$ cat src/rtl/bram_port_arbiter.sv
// Registered owner-switching mux that shares one simple-dual-port BRAM among NCH clients.
// Define BRAM_MUX_WR_FWD_EN for write-first forwarding on same-cycle read/write address hits.
module bram_port_arbiter #(
  parameter int NCH    = 4,
  parameter int DW     = 128,
  parameter int AW     = 8,
  parameter int RD_LAT = 1,
  localparam int SW    = $clog2(NCH)
) (
  input  logic              clk,
  input  logic              rst,
  input  logic [SW-1:0]     sel,
  input  logic              sel_vld,
  input  logic [NCH-1:0]    ch_wen,
  input  logic [NCH*AW-1:0] ch_waddr,
  input  logic [NCH*DW-1:0] ch_wdata,
  input  logic [NCH-1:0]    ch_ren,
  input  logic [NCH*AW-1:0] ch_raddr,
  output logic [NCH-1:0]    ch_gnt,
  output logic [NCH-1:0]    ch_rvalid,
  output logic [DW-1:0]     ch_rdata,
  output logic              bram_wen,
  output logic [AW-1:0]     bram_waddr,
  output logic [DW-1:0]     bram_wdata,
  output logic              bram_ren,
  output logic [AW-1:0]     bram_raddr,
  input  logic [DW-1:0]     bram_rdata,
  output logic              busy,
  output logic              err_unowned
);
  localparam int CW = $clog2(RD_LAT + 1);

  typedef enum logic [1:0] {IDLE, OWN, DRAIN} state_t;

  state_t                  state, state_nx;
  logic [SW-1:0]           owner, owner_nx;
  logic [NCH-1:0]          gnt_nx;
  logic [CW-1:0]           cnt;
  logic                    acc_w, acc_r;
  logic [AW-1:0]           wa, ra;
  logic [DW-1:0]           wd, ret_data;
  logic [RD_LAT:0]         vld_pipe;
  logic [RD_LAT:0][SW-1:0] tag_pipe;

  always_comb begin
    state_nx = state;
    owner_nx = owner;
    case (state)
      IDLE:  if (sel_vld) begin state_nx = OWN; owner_nx = sel; end
      OWN:   if (!sel_vld || sel != owner) state_nx = DRAIN;
      DRAIN: if (cnt == '0) begin
        if (sel_vld) begin state_nx = OWN; owner_nx = sel; end
        else state_nx = IDLE;
      end
      default: state_nx = IDLE;
    endcase
    gnt_nx = '0;
    for (int c = 0; c < NCH; c++)
      if (state_nx == OWN && owner_nx == SW'(c)) gnt_nx[c] = 1'b1;
  end

  // ch_gnt is one-hot, so an OR-reduction acts as the owner mux
  always_comb begin
    acc_w = |(ch_wen & ch_gnt);
    acc_r = |(ch_ren & ch_gnt);
    wa = '0;
    wd = '0;
    ra = '0;
    for (int c = 0; c < NCH; c++) begin
      if (ch_gnt[c]) begin
        wa |= ch_waddr[c*AW +: AW];
        wd |= ch_wdata[c*DW +: DW];
        ra |= ch_raddr[c*AW +: AW];
      end
    end
  end

  always_ff @(posedge clk) begin
    if (rst) begin
      state       <= IDLE;
      owner       <= '0;
      ch_gnt      <= '0;
      bram_wen    <= 1'b0;
      bram_waddr  <= '0;
      bram_wdata  <= '0;
      bram_ren    <= 1'b0;
      bram_raddr  <= '0;
      err_unowned <= 1'b0;
      vld_pipe    <= '0;
      tag_pipe    <= '0;
    end else begin
      state       <= state_nx;
      owner       <= owner_nx;
      ch_gnt      <= gnt_nx;
      bram_wen    <= acc_w;
      bram_waddr  <= acc_w ? wa : '0;
      bram_wdata  <= acc_w ? wd : '0;
      bram_ren    <= acc_r;
      bram_raddr  <= acc_r ? ra : '0;
      err_unowned <= err_unowned | (|((ch_wen | ch_ren) & ~ch_gnt));
      vld_pipe    <= {vld_pipe[RD_LAT-1:0], acc_r};
      tag_pipe    <= {tag_pipe[RD_LAT-1:0], (acc_r ? owner : {SW{1'b0}})};
    end
  end

  // Only reads whose data is still two or more cycles out block the drain exit,
  // which makes a last-cycle read hold DRAIN for exactly RD_LAT cycles.
  generate
    if (RD_LAT > 1) begin : g_cnt
      logic inc, dec;
      assign inc = acc_r;
      assign dec = vld_pipe[RD_LAT-2];
      always_ff @(posedge clk) begin
        if (rst) cnt <= '0;
        else if (inc && !dec && cnt != {CW{1'b1}}) cnt <= cnt + 1'b1;
        else if (dec && !inc && cnt != '0) cnt <= cnt - 1'b1;
      end
    end else begin : g_nocnt
      assign cnt = '0;
    end
  endgenerate

`ifdef BRAM_MUX_WR_FWD_EN
  logic                    hit;
  logic [RD_LAT:0]         fwd_pipe;
  logic [RD_LAT:0][DW-1:0] fdat_pipe;
  assign hit = acc_r && acc_w && (wa == ra);
  always_ff @(posedge clk) begin
    if (rst) begin
      fwd_pipe  <= '0;
      fdat_pipe <= '0;
    end else begin
      fwd_pipe  <= {fwd_pipe[RD_LAT-1:0], hit};
      fdat_pipe <= {fdat_pipe[RD_LAT-1:0], (hit ? wd : {DW{1'b0}})};
    end
  end
  assign ret_data = fwd_pipe[RD_LAT] ? fdat_pipe[RD_LAT] : bram_rdata;
`else
  assign ret_data = bram_rdata;
`endif

  always_comb begin
    ch_rvalid = '0;
    for (int c = 0; c < NCH; c++)
      if (vld_pipe[RD_LAT] && tag_pipe[RD_LAT] == SW'(c)) ch_rvalid[c] = 1'b1;
  end

  assign ch_rdata = vld_pipe[RD_LAT] ? ret_data : '0;
  assign busy     = (state == DRAIN) || (|vld_pipe);
endmodule

$ cat config.mk
export PLATFORM = sky130hd
export DESIGN_NAME = bram_port_arbiter
export DESIGN_NICKNAME = d
export VERILOG_FILES = /design/src/rtl/bram_port_arbiter.sv
export SDC_FILE = /design/constraint.sdc
export NUM_CORES = 1
export LEC_CHECK = 0
export BUFFER_PORTS_ARGS = -buffer_cell sky130_fd_sc_hd__buf_2
export CORE_AREA = 2 2 389 391
export CTS_CLUSTER_DIAMETER = 120
export CTS_CLUSTER_SIZE = 12
export DETAILED_ROUTE_END_ITERATION = 10
export DIE_AREA = 0 0 391 393
export GPL_TIMING_DRIVEN = 0
export PLACE_DENSITY = 0.33
export RECOVER_POWER = 50
export SYNTH_ARGS = -nofsm -noshare
export SYNTH_HDL_FRONTEND = slang
export SYNTH_SLANG_ARGS = --single-unit
$ cat constraint.sdc
create_clock -name clk -period 1.2 [get_ports clk]
set_clock_uncertainty 0.05 [all_clocks]
set_input_delay 0.24 -clock clk [delete_from_list [all_inputs] [get_ports clk]]
set_output_delay 0.24 -clock clk [all_outputs]
set_load 0.005 [all_outputs]
==> results.sh, run 1 <==
export IMPL_status="complete, but fails checks"
export IMPL_failed_checks="setup timing"
export IMPL_drive_above_1_share_pct=60.8
export IMPL_reg2reg_depth=8
export IMPL_dp_cells=3810
export IMPL_critPathCaptureType="output pin"
export IMPL_rr_startpoint="ch_gnt[2]"
export IMPL_timing_final_crit_period_ns=1.85
export IMPL_grt_total_usage_pct=14.8
export IMPL_critical_path_class="register to output pin"
export IMPL_cellPowerDensity_nw_per_um2=688
export IMPL_fmax_ghz=0.541
export IMPL_layout_commonest_cell="buf_2"
export IMPL_die_area_sq_um=154000
export IMPL_finalCritPeriodShare_pct=154
export IMPL_syn_avg_cell_area_sq_um=8.96
export IMPL_die_y_um=393
export IMPL_instances_no_fill=4460
export IMPL_rows=142
export IMPL_cts_sinks=160
export IMPL_tightest_slew_ns=0.769
export IMPL_nNetsFinal=3196
export IMPL_final_cell_mix="935 x buf_2, 505 x dlygate4sd3_1, 231 x a22oi_1, 113 x a21oi_2, 107 x and2_1"
export IMPL_worstPathRequired_ns=0.91
export IMPL_cts_max_level=4
export IMPL_hold_class="input pin to register"
export IMPL_core_sq_um=149000
export IMPL_cts_buffers=17
export IMPL_grt_max_degree=17
export IMPL_slew_violations=0
export IMPL_ys_ff_latch=160
export IMPL_cts_tree="done"
export IMPL_tns_ns=-142.99
export IMPL_worstSetupStartpoint="vld_pipe[1]"
export IMPL_dr_first_iter_drc_count=788
export IMPL_hpwl_um=96400
export IMPL_first_global_vias=14700
export IMPL_synth_distinct_cells=29
export IMPL_first_pass_iters=7
export IMPL_fin_ws_ns=-0.647
export IMPL_maxCapViolCount=0
export IMPL_hold_viol=0
export IMPL_critPathLaunchType="register"
export IMPL_crit_buf_inv=3
export IMPL_area_growth_pct=221
export IMPL_hold_start="ch_wdata[139]"
export IMPL_critPathTopFamily="buffers and inverters"
export IMPL_overflow=0
export IMPL_yosysWarnings=0
export IMPL_p_leak_nw=10.4
export IMPL_endpoint="ch_rdata[110]"
export IMPL_critPathSlowestCell="dfxtp_4"
export IMPL_synthCells=866
export IMPL_reg2reg_slack_ns=-0.51
export IMPL_wl_per_cell_um=26.9
export IMPL_port_buffers=1000
export IMPL_rsz0062_at_grt="yes"
export IMPL_critPathMaxStageDelay_ns=0.41
export IMPL_placed_cell_area_sq_um=15200
export IMPL_hold_ws_ns=0.0248
export IMPL_cp_max_fo=10
export IMPL_syn_area_sq_um=7760
export IMPL_totalWireLength_um=120000
export IMPL_grt_pass1_wl_um=145000
export IMPL_start_util_pct=5.20
export IMPL_max_slew_margin_pct=48.7
export IMPL_synthesis_nets=1583
export IMPL_drc=0
export IMPL_setup_viol=437
export IMPL_cp_depth=4
export IMPL_num_vias=14800
export IMPL_viasPerCell=3.31
export IMPL_clk_path_buf_depth=2
export IMPL_stdcell_area_sq_um=24900
export IMPL_path_clk_slew_ns=0.10
export IMPL_ir_worst_vdd_mv=0.982
export IMPL_place_congestion=0.872
export IMPL_io_pins=1001
export IMPL_arrival_ns=1.56
export IMPL_clock_latency_ns=0.54
export IMPL_cts_root_buf="clkbuf_16"
export IMPL_ys_seq_area_share_pct=41.3
export IMPL_die_w_um=391
export IMPL_antenna_found_initial=116
export IMPL_r2r_end="bram_wdata[10]"
export IMPL_ant_nets=0
export IMPL_worstPathCellList="buf_12, clkbuf_16, and2_4, buf_6"
export IMPL_nFillCells=16900
## state kept, by name, summed over array words and instances (netlist names)
signal / flops
bram_raddr: 8
bram_waddr: 8
state: 2
bram_wdata: 128
vld_pipe: 2
err_unowned: 1
tag_pipe: 4
bram_wen: 1
ch_gnt: 4
owner: 2
## where the power goes
| part | total [W] | switching (W) | internal (W) |
|---|---|---|---|
| Sequential | 0.00539 | 0.0000376 | 0.00535 |
| Combinational | 0.00519 | 0.00232 | 0.00287 |
| Clock | 0.00655 | 0.00317 | 0.00337 |
## repair_timing
action / 4_1_cts / 5_1_grt
buffers inserted: 66 / 25
resized for setup: 501 / 247
endpoints found under the setup margin: 438 / 438
gates cloned: 16 / 4
pin swaps: 16 / 21
endpoints found under the hold margin: 147 / 2
hold buffers: 503 / 2
## area by class of cell
cell class | instances | area, sq um | area share (%)
Clock buffer | 19 | 443 | 1.78
Clock inverter | 13 | 174 | 0.699
Inverter | 6 | 22.5 | 0.0905
Multi-Input combinational cell | 605 | 5210 | 20.9
Tap cell | 1944 | 2430 | 9.77
Buffer | 86 | 1270 | 5.09
Antenna cell | 24 | 60.1 | 0.241
Sequential cell | 160 | 3310 | 13.3
Timing Repair Buffer | 1603 | 12000 | 48.1
## synthesized netlist by cell type (all sizes together)
library cell | instances | area [sq um]
o31a | 3 | 26.3
buf | 76 | 468
nand4 | 1 | 6.26
and2 | 128 | 801
a22oi | 288 | 2160
nand2 | 2 | 7.51
inv | 6 | 22.5
a22o | 4 | 35.0
a21oi | 145 | 726
xor2 | 1 | 8.76
nor2 | 10 | 37.5
nor3b | 1 | 7.51
clkbuf | 19 | 71.3
xnor2 | 2 | 17.5
nor4b | 2 | 30.0
nor2b | 3 | 18.8
and3 | 1 | 6.26
and3b | 1 | 8.76
nand2b | 2 | 20.0
mux2i | 2 | 20.0
nand3 | 1 | 5.00
nor4 | 2 | 12.5
o22ai | 2 | 12.5
and4 | 1 | 8.76
o21ai | 3 | 15.0
dfxtp | 160 | 3200
## per-stage QoR
stage	util [%]	total power, W	setup slack, ns
global route	16.7	0.0180	-0.740
global placement	10.2	0.00823	-1.51
detailed placement	10.2	0.00824	-1.53
floorplan	-	0.00615	0.000190
CTS	16.0	0.0175	-0.716
finish	16.7	0.0171	-0.647
## worst min-delay path by stage
stage | endpoint | slack (ns) | cells after the start
finish | bram_wdata[11] | 0.02 | 3
global route | bram_wdata[107] | 0.009 | 3
CTS | bram_wdata[91] | 0.0002 | 3
detailed placement | err_unowned | 0.42 | 1
global placement | err_unowned | 0.42 | 1
floorplan | owner[0] | 0.33 | 2
## logic make-up after synthesis
group / share of synthesized area [%]
flip-flops: 41.3
XOR/XNOR: 0.339
multiplexers: 0.258
buffers and inverters: 7.24
AND/OR/NAND/NOR: 12.5
AO/OA/AOI/OAI: 38.4
## worst reg2reg max path, cell delays in order, from the launching register on
cell and delay (ns):
dfxtp_4 0.37, a22o_4 0.25, o21ai_4 0.18, buf_6 0.14, buf_16 0.14, buf_12 0.16, buf_12 0.14, buf_12 0.13
a21oi_4 0.04
## metal layers
layer  share of wire (%)  global-route usage (%)  vias up
li1                    -                       -     6555
met1                  42                    18.6     7054
met4                 2.7                    4.03       38
met3                 7.8                    4.30      243
met2                  47                    24.4      882
met5                0.20                       0        -
Power figures use the tool's default switching activity.
==> inputs of run 2 (changes only) <==
Settings changed: CORE_AREA 2 2 389 391 to 2 2 393 395, DIE_AREA 0 0 391 393 to 0 0 395 397.
Clock period 1.2 ns to 1.8 ns, I/O delays scaled along.
==> results.sh, run 2 (same netlist as run 1, synthesis figures left out) <==
export IMPL_critical_path_class="register to output pin"
export IMPL_worstPathCellList="buf_12, clkbuf_16, and2_4, buf_6"
export IMPL_worstPathRequired_ns=1.39
export IMPL_clock_latency_ns=0.53
export IMPL_first_pass_iters=5
export IMPL_path_clk_slew_ns=0.08
export IMPL_nNetsFinal=2726
export IMPL_failed_checks="setup timing"
export IMPL_critPathLaunchType="register"
export IMPL_grt_max_degree=19
export IMPL_overflow=0
export IMPL_dr_first_iter_drc_count=1021
export IMPL_io_pins=1001
export IMPL_cts_buffers=17
export IMPL_drc=0
export IMPL_p_leak_nw=7.57
export IMPL_antenna_found_initial=141
export IMPL_totalWireLength_um=116000
export IMPL_setup_viol=142
export IMPL_dpl_worst_slack_ns=-1.05
export IMPL_layout_commonest_cell="buf_2"
export IMPL_hpwl_um=98700
export IMPL_arrival_ns=1.58
export IMPL_first_global_vias=12500
export IMPL_critPathCaptureType="output pin"
export IMPL_rows=144
export IMPL_port_buffers=1000
export IMPL_hold_viol=0
export IMPL_max_slew_margin_pct=55.4
export IMPL_clk_path_buf_depth=2
export IMPL_slew_violations=0
export IMPL_reg_top3="bram_wdata x128, bram_raddr x8, bram_waddr x8"
export IMPL_die_area_sq_um=157000
export IMPL_viasPerCell=3.16
export IMPL_timing_final_crit_period_ns=1.99
export IMPL_cellPowerDensity_nw_per_um2=548
export IMPL_maxCapViolCount=0
export IMPL_drive_above_1_share_pct=56.1
export IMPL_critPathTopFamily="buffers and inverters"
export IMPL_top_register="bram_wdata"
export IMPL_crit_buf_inv=3
export IMPL_finalPower_w=0.0101
export IMPL_critPathMaxStageDelay_ns=0.43
export IMPL_rsz0062_at_grt="yes"
export IMPL_cts_max_level=4
export IMPL_grt_total_usage_pct=14.2
export IMPL_stdcell_area_sq_um=18400
export IMPL_hold_class="input pin to register"
export IMPL_ant_nets=0
export IMPL_start_util_pct=5.07
export IMPL_fin_ws_ns=-0.190
export IMPL_place_congestion=0.890
export IMPL_core_sq_um=153000
export IMPL_status="complete, but fails checks"
export IMPL_tightest_slew_ns=0.668
export IMPL_num_vias=12900
export IMPL_cts_sinks=160
export IMPL_placed_cell_area_sq_um=15300
export IMPL_die_w_um=395
export IMPL_final_cell_mix="852 x buf_2, 267 x a22oi_1, 155 x dfxtp_1, 137 x a21oi_1, 114 x clkbuf_1"
export IMPL_fmax_ghz=0.502
export IMPL_die_y_um=397
export IMPL_area_growth_pct=137
export IMPL_cts_root_buf="clkbuf_16"
export IMPL_finalCritPeriodShare_pct=111
export IMPL_wl_per_cell_um=28.2
export IMPL_critPathSlowestCell="dfxtp_4"
export IMPL_cts_tree="done"
export IMPL_ir_worst_vdd_mv=0.667
export IMPL_largest_reg_flops=128
export IMPL_grt_pass1_wl_um=140000
export IMPL_cp_max_fo=9
## run 2: cell types whose count changed in the layout (fill, tap and decap cells not counted), moves of 52 or more
cell           delta
dlygate4sd3_1   -396
a21oi_1         +131
dfxtp_2          -52
dfxtp_1          +59
a21oi_2         -105
clkbuf_1        +111
buf_2            -83
## run 2: tightest hold or removal path, delay by kind of cell
family	cells	cell delay, ns
buffers and inverters	1	0.08
AOI/OAI and AO/OA	2	0.17
## run 2: power breakdown
group | total (W) | leakage (nW) | switching, W | internal [W]
clock | 0.00431 | 0.293 | 0.00231 | 0.00200
combinational | 0.00219 | 5.99 | 0.00111 | 0.00108
sequential | 0.00360 | 1.29 | 0.0000239 | 0.00357
## run 2: path summary, 6_finish.rpt
| path | start | to | slack, ns | cells past startpoint |
|---|---|---|---|---|
| setup / recovery | vld_pipe[1] | ch_rdata[86] | -0.19 | 4 |
| hold / removal | ch_wdata[203] | bram_wdata[75] | 0.07 | 3 |
| setup reg to reg | ch_gnt[2] | bram_wdata[117] | -0.08 | 5 |
| hold reg to reg | err_unowned | err_unowned | 0.45 | 1 |
## run 2: final cells by class
type / instances / area [sq um]
tap: 2044 / 2560
inverter: 6 / 22.5
buffer: 95 / 1030
fill: 17800 / 135000
sequential: 160 / 3210
clock buffer: 17 / 425
clock inverter: 15 / 185
antenna: 27 / 67.6
timing repair buffer: 1124 / 6610
multi-input combinational: 605 / 4300
## run 2: metal layers
| layer | GRT usage (%) | up-vias | wire length, um |
|---|---|---|---|
| met5 | 0 | - | 222 |
| met1 | 17.3 | 6110 | 47200 |
| met4 | 4.11 | 34 | 2960 |
| met3 | 5.78 | 246 | 11800 |
| li1 | - | 5630 | - |
| met2 | 22.7 | 922 | 53500 |
## run 2: what timing repair did
action | 4_1_cts | 5_1_grt
endpoints found under the hold margin | 68 | 0
pin swaps | 9 | 6
gates resized for setup | 252 | 57
setup endpoints to repair | 281 | 139
gates cloned | 5 | 4
hold buffers | 109 | 0
buffers inserted | 5 | 1
## run 2: stage by stage
stage               std cells  TNS [ns]  util (%)  hold slack, ns
global route             4081    -31.86      12.0          0.0297
floorplan                 866         0         -           0.364
detailed placement       3910    -83.97      10.0           0.434
finish                   4093    -16.79      12.0          0.0668
CTS                      4061    -25.74      11.9        0.000403
global placement         3910    -85.57      10.0           0.427
